--- src/rtl/mili_stim_gen_pkg.sv ---
// rtl/mili_stim_gen_pkg.sv - shared encodings for the stimulus generator and the 4-state detector
package mili_stim_gen_pkg;

    localparam int LEN_W  = 5;
    localparam int RATE_W = 4;

    typedef enum logic [1:0] {
        CTL_IDLE = 2'd0,
        CTL_RUN  = 2'd1,
        CTL_FIN  = 2'd2
    } ctl_state_e;

    typedef enum logic [1:0] {
        DET_S0 = 2'd0,
        DET_S1 = 2'd1,
        DET_S2 = 2'd2,
        DET_S3 = 2'd3
    } det_state_e;

    function automatic det_state_e det_next(input det_state_e s, input logic a);
        det_state_e n;
        unique case (s)
            DET_S0:  n = a ? DET_S0 : DET_S1;
            DET_S1:  n = a ? DET_S1 : DET_S2;
            DET_S2:  n = a ? DET_S0 : DET_S3;
            default: n = a ? DET_S2 : DET_S0;
        endcase
        return n;
    endfunction

endpackage

--- src/rtl/mili_stim_gen_if.sv ---
// rtl/mili_stim_gen_if.sv - control, stimulus and detector-feedback bundle of the stimulus generator
interface mili_stim_gen_if #(
    parameter int PAT_W = 16,
    parameter int CNT_W = 8
);
    logic                                 start;
    logic                                 abort;
    logic [PAT_W-1:0]                     pattern;
    logic [mili_stim_gen_pkg::LEN_W-1:0]  len;
    logic [mili_stim_gen_pkg::RATE_W-1:0] rate;
    logic                                 y_in;
    logic                                 a_out;
    logic                                 en_out;
    logic                                 det_clr_n;
    logic                                 busy;
    logic                                 done;
    logic [CNT_W-1:0]                     hit_cnt;
    logic                                 mismatch;
    mili_stim_gen_pkg::det_state_e        det_state;

    modport master (
        output start, abort, pattern, len, rate, y_in,
        input  a_out, en_out, det_clr_n, busy, done, hit_cnt, mismatch, det_state
    );

    modport slave (
        input  start, abort, pattern, len, rate, y_in,
        output a_out, en_out, det_clr_n, busy, done, hit_cnt, mismatch, det_state
    );
endinterface

--- src/rtl/mili_ref_model.sv ---
// rtl/mili_ref_model.sv - cycle-exact copy of the driven 4-state detector used for prediction
module mili_ref_model
    import mili_stim_gen_pkg::*;
(
    input  logic       clk,
    input  logic       rst_n,
    input  logic       clr,
    input  logic       en,
    input  logic       a,
    output det_state_e state,
    output logic       y
);
    det_state_e state_q;

    always_ff @(posedge clk or negedge rst_n) begin
        if (!rst_n) begin
            state_q <= DET_S0;
        end else if (clr) begin
            state_q <= DET_S0;
        end else if (en) begin
            state_q <= det_next(state_q, a);
        end
    end

    assign state = state_q;
    assign y     = a && (state_q == DET_S1);

endmodule

--- src/rtl/mili_stim_gen.sv ---
// rtl/mili_stim_gen.sv - serial pattern driver for the 4-state detector with hit prediction and checking
module mili_stim_gen
    import mili_stim_gen_pkg::*;
#(
    parameter int PAT_W = 16,
    parameter int CNT_W = 8
) (
    input  logic            clk,
    input  logic            rst_n,
    mili_stim_gen_if.slave  bus
);
    localparam logic [LEN_W-1:0] PAT_LEN = LEN_W'(PAT_W);

    ctl_state_e        state_q, state_d;
    logic [RATE_W-1:0] div_q, div_d;
    logic [RATE_W-1:0] rate_q, rate_d;
    logic [LEN_W-1:0]  rem_q, rem_d;
    logic [PAT_W-1:0]  pat_q, pat_d;
    logic [CNT_W-1:0]  hit_q, hit_d;
    logic              mis_q, mis_d;

    logic              accept;
    logic              strobe;
    logic              a_bit;
    logic              y_pred;
    logic [LEN_W-1:0]  len_eff;
    det_state_e        model_state;

    // Pattern is stored left-aligned so the next bit to send is always the MSB.
    assign a_bit = (state_q == CTL_RUN) ? pat_q[PAT_W-1] : 1'b0;

    always_comb begin
        state_d = state_q;
        div_d   = div_q;
        rate_d  = rate_q;
        rem_d   = rem_q;
        pat_d   = pat_q;
        hit_d   = hit_q;
        mis_d   = mis_q;
        accept  = 1'b0;
        strobe  = 1'b0;
        len_eff = (bus.len > PAT_LEN) ? PAT_LEN : bus.len;

        unique case (state_q)
            CTL_IDLE: begin
                if (bus.start && !bus.abort && (bus.len != '0)) begin
                    accept  = 1'b1;
                    state_d = CTL_RUN;
                    div_d   = '0;
                    rate_d  = bus.rate;
                    rem_d   = len_eff;
                    pat_d   = bus.pattern << (PAT_LEN - len_eff);
                    hit_d   = '0;
                    mis_d   = 1'b0;
                end
            end
            CTL_RUN: begin
                if (bus.abort) begin
                    state_d = CTL_IDLE;
                end else if (div_q == rate_q) begin
                    strobe = 1'b1;
                    div_d  = '0;
                    pat_d  = pat_q << 1;
                    rem_d  = rem_q - 1'b1;
                    if (rem_q == LEN_W'(1)) begin
                        state_d = CTL_FIN;
                    end
                    if (y_pred && (hit_q != '1)) begin
                        hit_d = hit_q + 1'b1;
                    end
                    if (bus.y_in != y_pred) begin
                        mis_d = 1'b1;
                    end
                end else begin
                    div_d = div_q + 1'b1;
                end
            end
            CTL_FIN: begin
                state_d = CTL_IDLE;
            end
            default: begin
                state_d = CTL_IDLE;
            end
        endcase
    end

    always_ff @(posedge clk or negedge rst_n) begin
        if (!rst_n) begin
            state_q <= CTL_IDLE;
            div_q   <= '0;
            rate_q  <= '0;
            rem_q   <= '0;
            pat_q   <= '0;
            hit_q   <= '0;
            mis_q   <= 1'b0;
        end else begin
            state_q <= state_d;
            div_q   <= div_d;
            rate_q  <= rate_d;
            rem_q   <= rem_d;
            pat_q   <= pat_d;
            hit_q   <= hit_d;
            mis_q   <= mis_d;
        end
    end

    mili_ref_model u_model (
        .clk   (clk),
        .rst_n (rst_n),
        .clr   (accept),
        .en    (strobe),
        .a     (a_bit),
        .state (model_state),
        .y     (y_pred)
    );

    assign bus.a_out     = a_bit;
    assign bus.en_out    = strobe;
    assign bus.det_clr_n = !accept;
    assign bus.busy      = (state_q == CTL_RUN);
    assign bus.done      = (state_q == CTL_FIN);
    assign bus.hit_cnt   = hit_q;
    assign bus.mismatch  = mis_q;
    assign bus.det_state = model_state;

endmodule
--- src/flat_wrapper.sv ---
// flat-port wrapper written by rule: the top's interface ports become plain ports
module mili_stim_gen_flat import mili_stim_gen_pkg::*;
#(
    parameter int PAT_W = 16,
    parameter int CNT_W = 8
)
  (clk, rst_n, bus_start, bus_abort, bus_pattern, bus_len, bus_rate, bus_y_in, bus_a_out, bus_en_out, bus_det_clr_n, bus_busy, bus_done, bus_hit_cnt, bus_mismatch, bus_det_state);
  mili_stim_gen_if #(.PAT_W(PAT_W), .CNT_W(CNT_W)) bus_i ();
  input  logic clk;
  input  logic rst_n;
  input wire logic [$bits(bus_i.start)-1:0] bus_start;
  input wire logic [$bits(bus_i.abort)-1:0] bus_abort;
  input wire logic [$bits(bus_i.pattern)-1:0] bus_pattern;
  input wire logic [$bits(bus_i.len)-1:0] bus_len;
  input wire logic [$bits(bus_i.rate)-1:0] bus_rate;
  input wire logic [$bits(bus_i.y_in)-1:0] bus_y_in;
  output wire logic [$bits(bus_i.a_out)-1:0] bus_a_out;
  output wire logic [$bits(bus_i.en_out)-1:0] bus_en_out;
  output wire logic [$bits(bus_i.det_clr_n)-1:0] bus_det_clr_n;
  output wire logic [$bits(bus_i.busy)-1:0] bus_busy;
  output wire logic [$bits(bus_i.done)-1:0] bus_done;
  output wire logic [$bits(bus_i.hit_cnt)-1:0] bus_hit_cnt;
  output wire logic [$bits(bus_i.mismatch)-1:0] bus_mismatch;
  output wire logic [$bits(bus_i.det_state)-1:0] bus_det_state;
  assign bus_i.start = bus_start;
  assign bus_i.abort = bus_abort;
  assign bus_i.pattern = bus_pattern;
  assign bus_i.len = bus_len;
  assign bus_i.rate = bus_rate;
  assign bus_i.y_in = bus_y_in;
  assign bus_a_out = bus_i.a_out;
  assign bus_en_out = bus_i.en_out;
  assign bus_det_clr_n = bus_i.det_clr_n;
  assign bus_busy = bus_i.busy;
  assign bus_done = bus_i.done;
  assign bus_hit_cnt = bus_i.hit_cnt;
  assign bus_mismatch = bus_i.mismatch;
  assign bus_det_state = bus_i.det_state;
  mili_stim_gen #(.PAT_W(PAT_W), .CNT_W(CNT_W)) u_core (.clk(clk), .rst_n(rst_n), .bus(bus_i));
endmodule
--- config.mk ---
export PLATFORM = sky130hd
export DESIGN_NAME = mili_stim_gen_flat
export DESIGN_NICKNAME = d
export VERILOG_FILES = /design/src/rtl/mili_stim_gen_pkg.sv /design/src/rtl/mili_stim_gen_if.sv /design/src/rtl/mili_ref_model.sv /design/src/rtl/mili_stim_gen.sv /design/src/flat_wrapper.sv
export SDC_FILE = /design/constraint.sdc
export NUM_CORES = 1
export LEC_CHECK = 0
export CORE_UTILIZATION = 33
export DETAILED_ROUTE_END_ITERATION = 10
export GPL_TIMING_DRIVEN = 0
export MAX_ROUTING_LAYER = met4
export PLACE_DENSITY = 0.63
export SLEW_MARGIN = 5
export SYNTH_ARGS = -nofsm -noshare
export SYNTH_HDL_FRONTEND = slang
export SYNTH_SLANG_ARGS = --single-unit
--- constraint.sdc ---
create_clock -name clk -period 3.05 [get_ports clk]
set_input_delay 0.915 -clock clk [delete_from_list [all_inputs] [get_ports clk]]
set_output_delay 0.915 -clock clk [all_outputs]
set_load 0.05 [all_outputs]
==> results of run 1 <==
-- per-layer routing --
| metal | share of wire, % | up-vias |
|---|---|---|
| met5 | 0 | - |
| met4 | 0.90 | 0 |
| met3 | 3.3 | 6 |
| met2 | 47 | 59 |
| met1 | 49 | 1198 |
| li1 | - | 1186 |
-- final cells by class --
type	instances	area [um^2]	share of cell area [%]
clock buffers	7	86.3	2.38
plain buffers	14	95.1	2.62
clock inverters	1	5.00	0.138
repair buffers	51	498	13.7
inverters	11	48.8	1.35
well taps	105	131	3.63
flip-flops and latches	42	1050	29.0
multi-input cells	226	1710	47.1
-- cells by family after synthesis --
logic type                 after synthesis  synth area share, %
xor gates and xnor gates                13                 4.31
buffers and inverters                   25                 4.57
AOI/OAI and AO/OA                       74                 17.6
adders and majority gates                5                 2.22
DFF                                     42                 37.3
muxes                                   29                 16.3
and+or+nand+nor                        105                 17.7
-- worst max-delay path: stages --
cell,delay (ns)
clkdlybuf4s15_1,0.21
or4_4,0.51
o21a_4,0.26
inv_6,0.06
buf_8,0.13
-- flip-flops by register name (all words and copies together), names as in the netlist --
name / count
u_core.pat_q: 16
u_core.bus.hit_cnt: 8
u_core.rem_q: 5
u_core.div_q: 4
u_core.rate_q: 4
u_core.state_q: 2
u_core.u_model.state: 2
u_core.bus.mismatch: 1
-- metrics by stage --
stage	setup WS (ns)	util, %
finish	0.0611	43.9
global route	-0.0139	43.9
CTS	-0.0409	43.3
detailed placement	-1.03	41.4
global placement	-1.03	41.2
floorplan	0.00785	-
-- where the power goes --
| part | total [mW] | switching, mW | internal (mW) |
|---|---|---|---|
| Sequential | 0.879 | 0.146 | 0.733 |
| Clock | 0.368 | 0.185 | 0.183 |
| Combinational | 0.886 | 0.498 | 0.388 |
| Total | 2.13 | 0.829 | 1.30 |
-- synthesized netlist by cell type (5+ instances only) --
| cell | instances | share of area (%) |
|---|---|---|
| mux2_2 | 5 | 2.0 |
| ha_1 | 5 | 2.2 |
| nand2_1 | 32 | 4.3 |
| o21ai_0 | 18 | 3.2 |
| xor2_1 | 7 | 2.2 |
| nand3_1 | 5 | 0.89 |
| nor2_1 | 35 | 4.7 |
| nand2b_1 | 6 | 1.3 |
| xnor2_1 | 5 | 1.6 |
| dfrtp_1 | 42 | 37 |
| a21oi_1 | 21 | 3.7 |
| inv_1 | 8 | 1.1 |
| mux2i_1 | 11 | 3.9 |
| mux4_2 | 13 | 10 |
| nor3_1 | 7 | 1.2 |
| clkbuf_1 | 5 | 0.67 |
-- final timing paths --
| kind | start | endpoint | cells past startpoint |
|---|---|---|---|
| max in group asynchronous | rst_n | u_core.pat_q[7] | 2 |
| hold reg to reg | u_core.pat_q[5] | u_core.pat_q[5] | 2 |
| hold / removal | u_core.pat_q[5] | u_core.pat_q[5] | 2 |
| setup reg to reg | u_core.state_q[1] | u_core.bus.hit_cnt[7] | 7 |
| setup / recovery | bus_len[1] | bus_det_clr_n | 5 |
| min in group asynchronous | rst_n | u_core.bus.hit_cnt[2] | 1 |
-- repair_timing --
action | CTS | global route
setup buffers | 6 | 0
pin swaps | 2 | 0
setup endpoints to repair | 17 | 10
gates resized for setup | 25 | 11
==> reports/qor.yml, run 1 <==
status: "finished clean"
critical_path_class: "input port to output port"
gr-usage-met2_pct: 27.2
drc_errors: 0
synth_area_um2: 2820
netlist-cell-type-count: 54
finalNonFillerCells: 457
clock_skew_ns: 0.00617
vias: 2449
io_pins: 46
clkSlewWorstSetupHoldPaths_ns: 0.07
min_path_type: "flop to flop"
initial_core_util_pct: 34.1
synth_nets: 328
grt_pass1_wl_um: 11800
wl_per_cell_um: 15.3
cts_buffer_depth: 2
fmax_mhz: 335
numCtsBuffers: 5
ys_ff_latch: 42
grt_usage_pct: 17.3
hpwlAfterDp_um: 5230
max_cap_violations: 0
leakagePower_nw: 1.53
busiest_layer: "met2"
synth-edff-count: 0
clkLatencyLatePin_ns: 0.29
core-area_um2: 8260
ys_warn_count: 0
avgSynthCellArea_um2: 9.62
dr.first_iter.drc_count: 88
cts_sinks: 42
fin_nets: 386
worst_pin_slew_ns: 0.557
fin_crit_ns: 2.99
arrival_ns: 2.07
cts_root_buf: "clkbuf_8"
drive_gt1_share_pct: 18.2
die_w_um: 94.4
final_cell_mix: "dfrtp_1, clkdlybuf4s50_1, nor2_1, nand2_1, a21oi_1"
start_kind: "input port"
rsz0062_at_grt: "yes"
place.gp.congestion: 0.894
ir_drop_v: 0.000212
cts_tree: "done"
rows: 33
dieHeight_um: 94.4
dieArea_um2: 8910
slew_viol_final: 0
viasPerCell: 5.36
antenna_found_initial: 0
num-fill-cells: 818
netlist_instances: 293
htree_levels: 2
dr.pass1.iters: 4
io_buffers: 44
cts_hold_buf: 0
reg2reg_slack_ns: 0.74
finalPower_mw: 2.13
synthArstFlopShare_pct: 100
hold_viol: 0
ys_seq_area_share_pct: 37.3
stdcell_area_um2: 3620
dpl_cell_area_um2: 3420
use_met3_pct: 2.25
fin_setup_tns_ns: 0
area_growth_pct: 28.6
powerDensity_nw_per_um2: 589
grt_pass1_vias: 2348
max_slew_margin_pct: 62.9
min_period_over_period_pct: 98.0
synthFlopType: "dfrtp_1"
grt_max_degree: 31
antenna_cells: 0
grt_use_met1_pct: 24.1
cp-end-kind: "output port"
crit_required_ns: 2.13
ant_nets: 0
final_common_cell: "dfrtp_1"
dp_cells: 443
wirelength_um: 7010
finalSetupViolCount: 0
fin_hold_ws_ns: 0.499
cp_max_fo: 3
grt_overflow: 0
Power figures use the tool's default switching activity.
==> run 2: changes to the inputs <==
- CORE_ASPECT_RATIO: unset -> 0.7
==> run 2 against run 1 <==
Compared with the run above: cell count is 0.66% lower; sequential share of layout area fell by 0.16 points; hold slack worse by 0.018 ns; via count is 0.20% lower; die area about the same; non-clock buffer count is 2 higher; critical path type unchanged; largest cell class unchanged.
==> reports/qor.yml, run 2 (same netlist as run 1, synthesis figures left out) <==
rsz0062_at_grt: "yes"
finalNonFillerCells: 454  # -0.66%
cts_root_buf: "clkbuf_16"
wirelength_um: 7320  # +4.5%
final_cell_mix: "dfrtp_1, clkdlybuf4s50_1, nor2_1, nand2_1, a21oi_1"
io_pins: 46  # unchanged
hpwlAfterDp_um: 5570  # +6.3%
critPathMaxStageDelay_ns: 0.51  # about the same
grt_usage_pct: 17.9  # +0.58 points
cts_buffer_depth: 2  # unchanged
antenna_found_initial: 0  # unchanged
cts_tree: "done"
clock_skew_ns: 0.00647  # +0.000301 ns
core-area_um2: 8070  # -2.2%
htree_levels: 2  # unchanged
crit_required_ns: 2.13  # about the same
critical_path_class: "input port to output port"
setup_slack_ns: 0.00825  # -0.0529 ns
grt_use_met1_pct: 26.3  # +2.2 points
largest_register_ff_count: 16  # unchanged
initial_core_util_pct: 34.9  # +0.78 points
busiest_layer: "met1"
dp_cells: 439  # -0.90%
place.gp.congestion: 0.859  # -3.9%
dr.pass1.iters: 5  # +1
drc_errors: 0  # unchanged
fin_nets: 388  # +0.52%
gr-usage-met2_pct: 25.1  # -2.1 points
leakagePower_nw: 1.54  # +0.63%
utilization_pct: 45.1  # +1.2 points
slowest_stage: "or4_4"
rows: 27  # -18%
fin_crit_ns: 3.04  # +0.0529 ns
fmax_mhz: 329  # -1.7%
cp_max_fo: 3  # unchanged
max_cap_violations: 0  # unchanged
numCtsBuffers: 5  # unchanged
finalSetupViolCount: 0  # unchanged
vias: 2444  # -0.20%
path_buf_inv: 3  # unchanged
hold_viol: 0  # unchanged
min_period_over_period_pct: 99.7  # +1.7 points
cts_sinks: 42  # unchanged
status: "finished clean"
dieArea_um2: 8920  # about the same
final_common_cell: "dfrtp_1"
ir_drop_v: 0.000237  # +12%
cp_cell_sequence: "dlygate4sd2_1 -> or4_4 -> o21a_4 -> inv_6 -> buf_8"
slew_viol_final: 0  # unchanged
min_path_type: "flop to flop"
max_slew_margin_pct: 64.4  # +1.5 points
clkSlewWorstSetupHoldPaths_ns: 0.05  # -0.02 ns
die_w_um: 112  # +19%
drive_gt1_share_pct: 17.3  # -0.90 points
clkLatencyLatePin_ns: 0.28  # about the same
antenna_cells: 0  # unchanged
dieHeight_um: 79.3  # -16%
dr.first_iter.drc_count: 146  # +66%
cp-end-kind: "output port"
powerDensity_nw_per_um2: 624  # +6.1%
viasPerCell: 5.38  # +0.46%
regMostFlops: "u_core.pat_q"
pre_cts_ws_ns: -1.00  # +0.0351 ns
grt_overflow: 0  # unchanged
wl_per_cell_um: 16.1  # +5.2%
grt_pass1_vias: 2264  # -3.6%
ant_nets: 0  # unchanged
worst_pin_slew_ns: 0.527  # -0.0292 ns
area_growth_pct: 29.3
cpLargestDelayFamily: "simple AND/OR/NAND/NOR gates"
grt_max_degree: 31  # unchanged
io_buffers: 44  # unchanged
arrival_ns: 2.13  # +0.06 ns
use_met3_pct: 4.20  # +1.9 points
grt_pass1_wl_um: 12000  # +0.99%
start_kind: "input port"
run 2: cell types whose count changed in the layout (fill, tap and decap cells not counted), sizes merged:
| cell | delta |
|---|---|
| dlygate4sd2 | +3 |
| clkdlybuf4s15 | -1 |
| dlymetal6s2s | -1 |
| clkinv | -1 |
| buf | +2 |
| clkbuf | -1 |
run 2: final cells by class:
type	count	area [um^2]
fillers	755	4430
plain buffers	14	95.1
flip-flops and latches	42	1050
clock buffers	7	133
repair buffers	53	512
well taps	101	126
multi-input cells	226	1680
inverters	11	48.8
run 2: path summary, 6_finish.rpt:
check / start / end / slack [ns] / cells past startpoint
worst max-delay path: bus_len[0] / bus_det_clr_n / 0.008 / 5
worst min-delay path: u_core.pat_q[6] / u_core.pat_q[6] / 0.48 / 2
worst max register to register: u_core.state_q[1] / u_core.bus.hit_cnt[6] / 0.76 / 7
worst min register to register: u_core.pat_q[6] / u_core.pat_q[6] / 0.48 / 2
max in group asynchronous: rst_n / u_core.pat_q[6] / 2.07 / 2
min in group asynchronous: rst_n / u_core.rem_q[2] / 0.51 / 1
run 2: metrics by stage:
stage	power (mW)	hold slack (ns)	area [um^2]	setup TNS [ns]
6_report	2.27	0.481	3640	0
4_1_cts	2.28	0.484	3630	0
2_1_floorplan	1.48	0.447	2830	0
3_3_place_gp	1.73	0.462	3400	-14.13
3_5_place_dp	1.76	0.467	3410	-10.42
5_1_grt	2.42	0.499	3640	-0.0672
run 2: timing repair:
action | CTS | global route
pin swaps | 3 | 0
endpoints found under the setup margin | 17 | 8
buffers inserted | 8 | 0
gates resized for setup | 26 | 3
hold buffers | 0 | 0
run 2: power breakdown:
part | switching [mW] | internal [mW]
combinational | 0.499 | 0.388
clock | 0.206 | 0.300
sequential | 0.149 | 0.734
total | 0.853 | 1.42
run 2: worst min-delay path: stages (launching register included):
cell	delay, ns
dfrtp_1	0.34
nand2_1	0.04
o21ai_0	0.06
run 2: per-layer routing:
layer	wire (um)	vias to the layer above
li1	-	1200
met1	3810	1189
met2	3100	49
met3	367	6
met4	38	0
met5	0	-
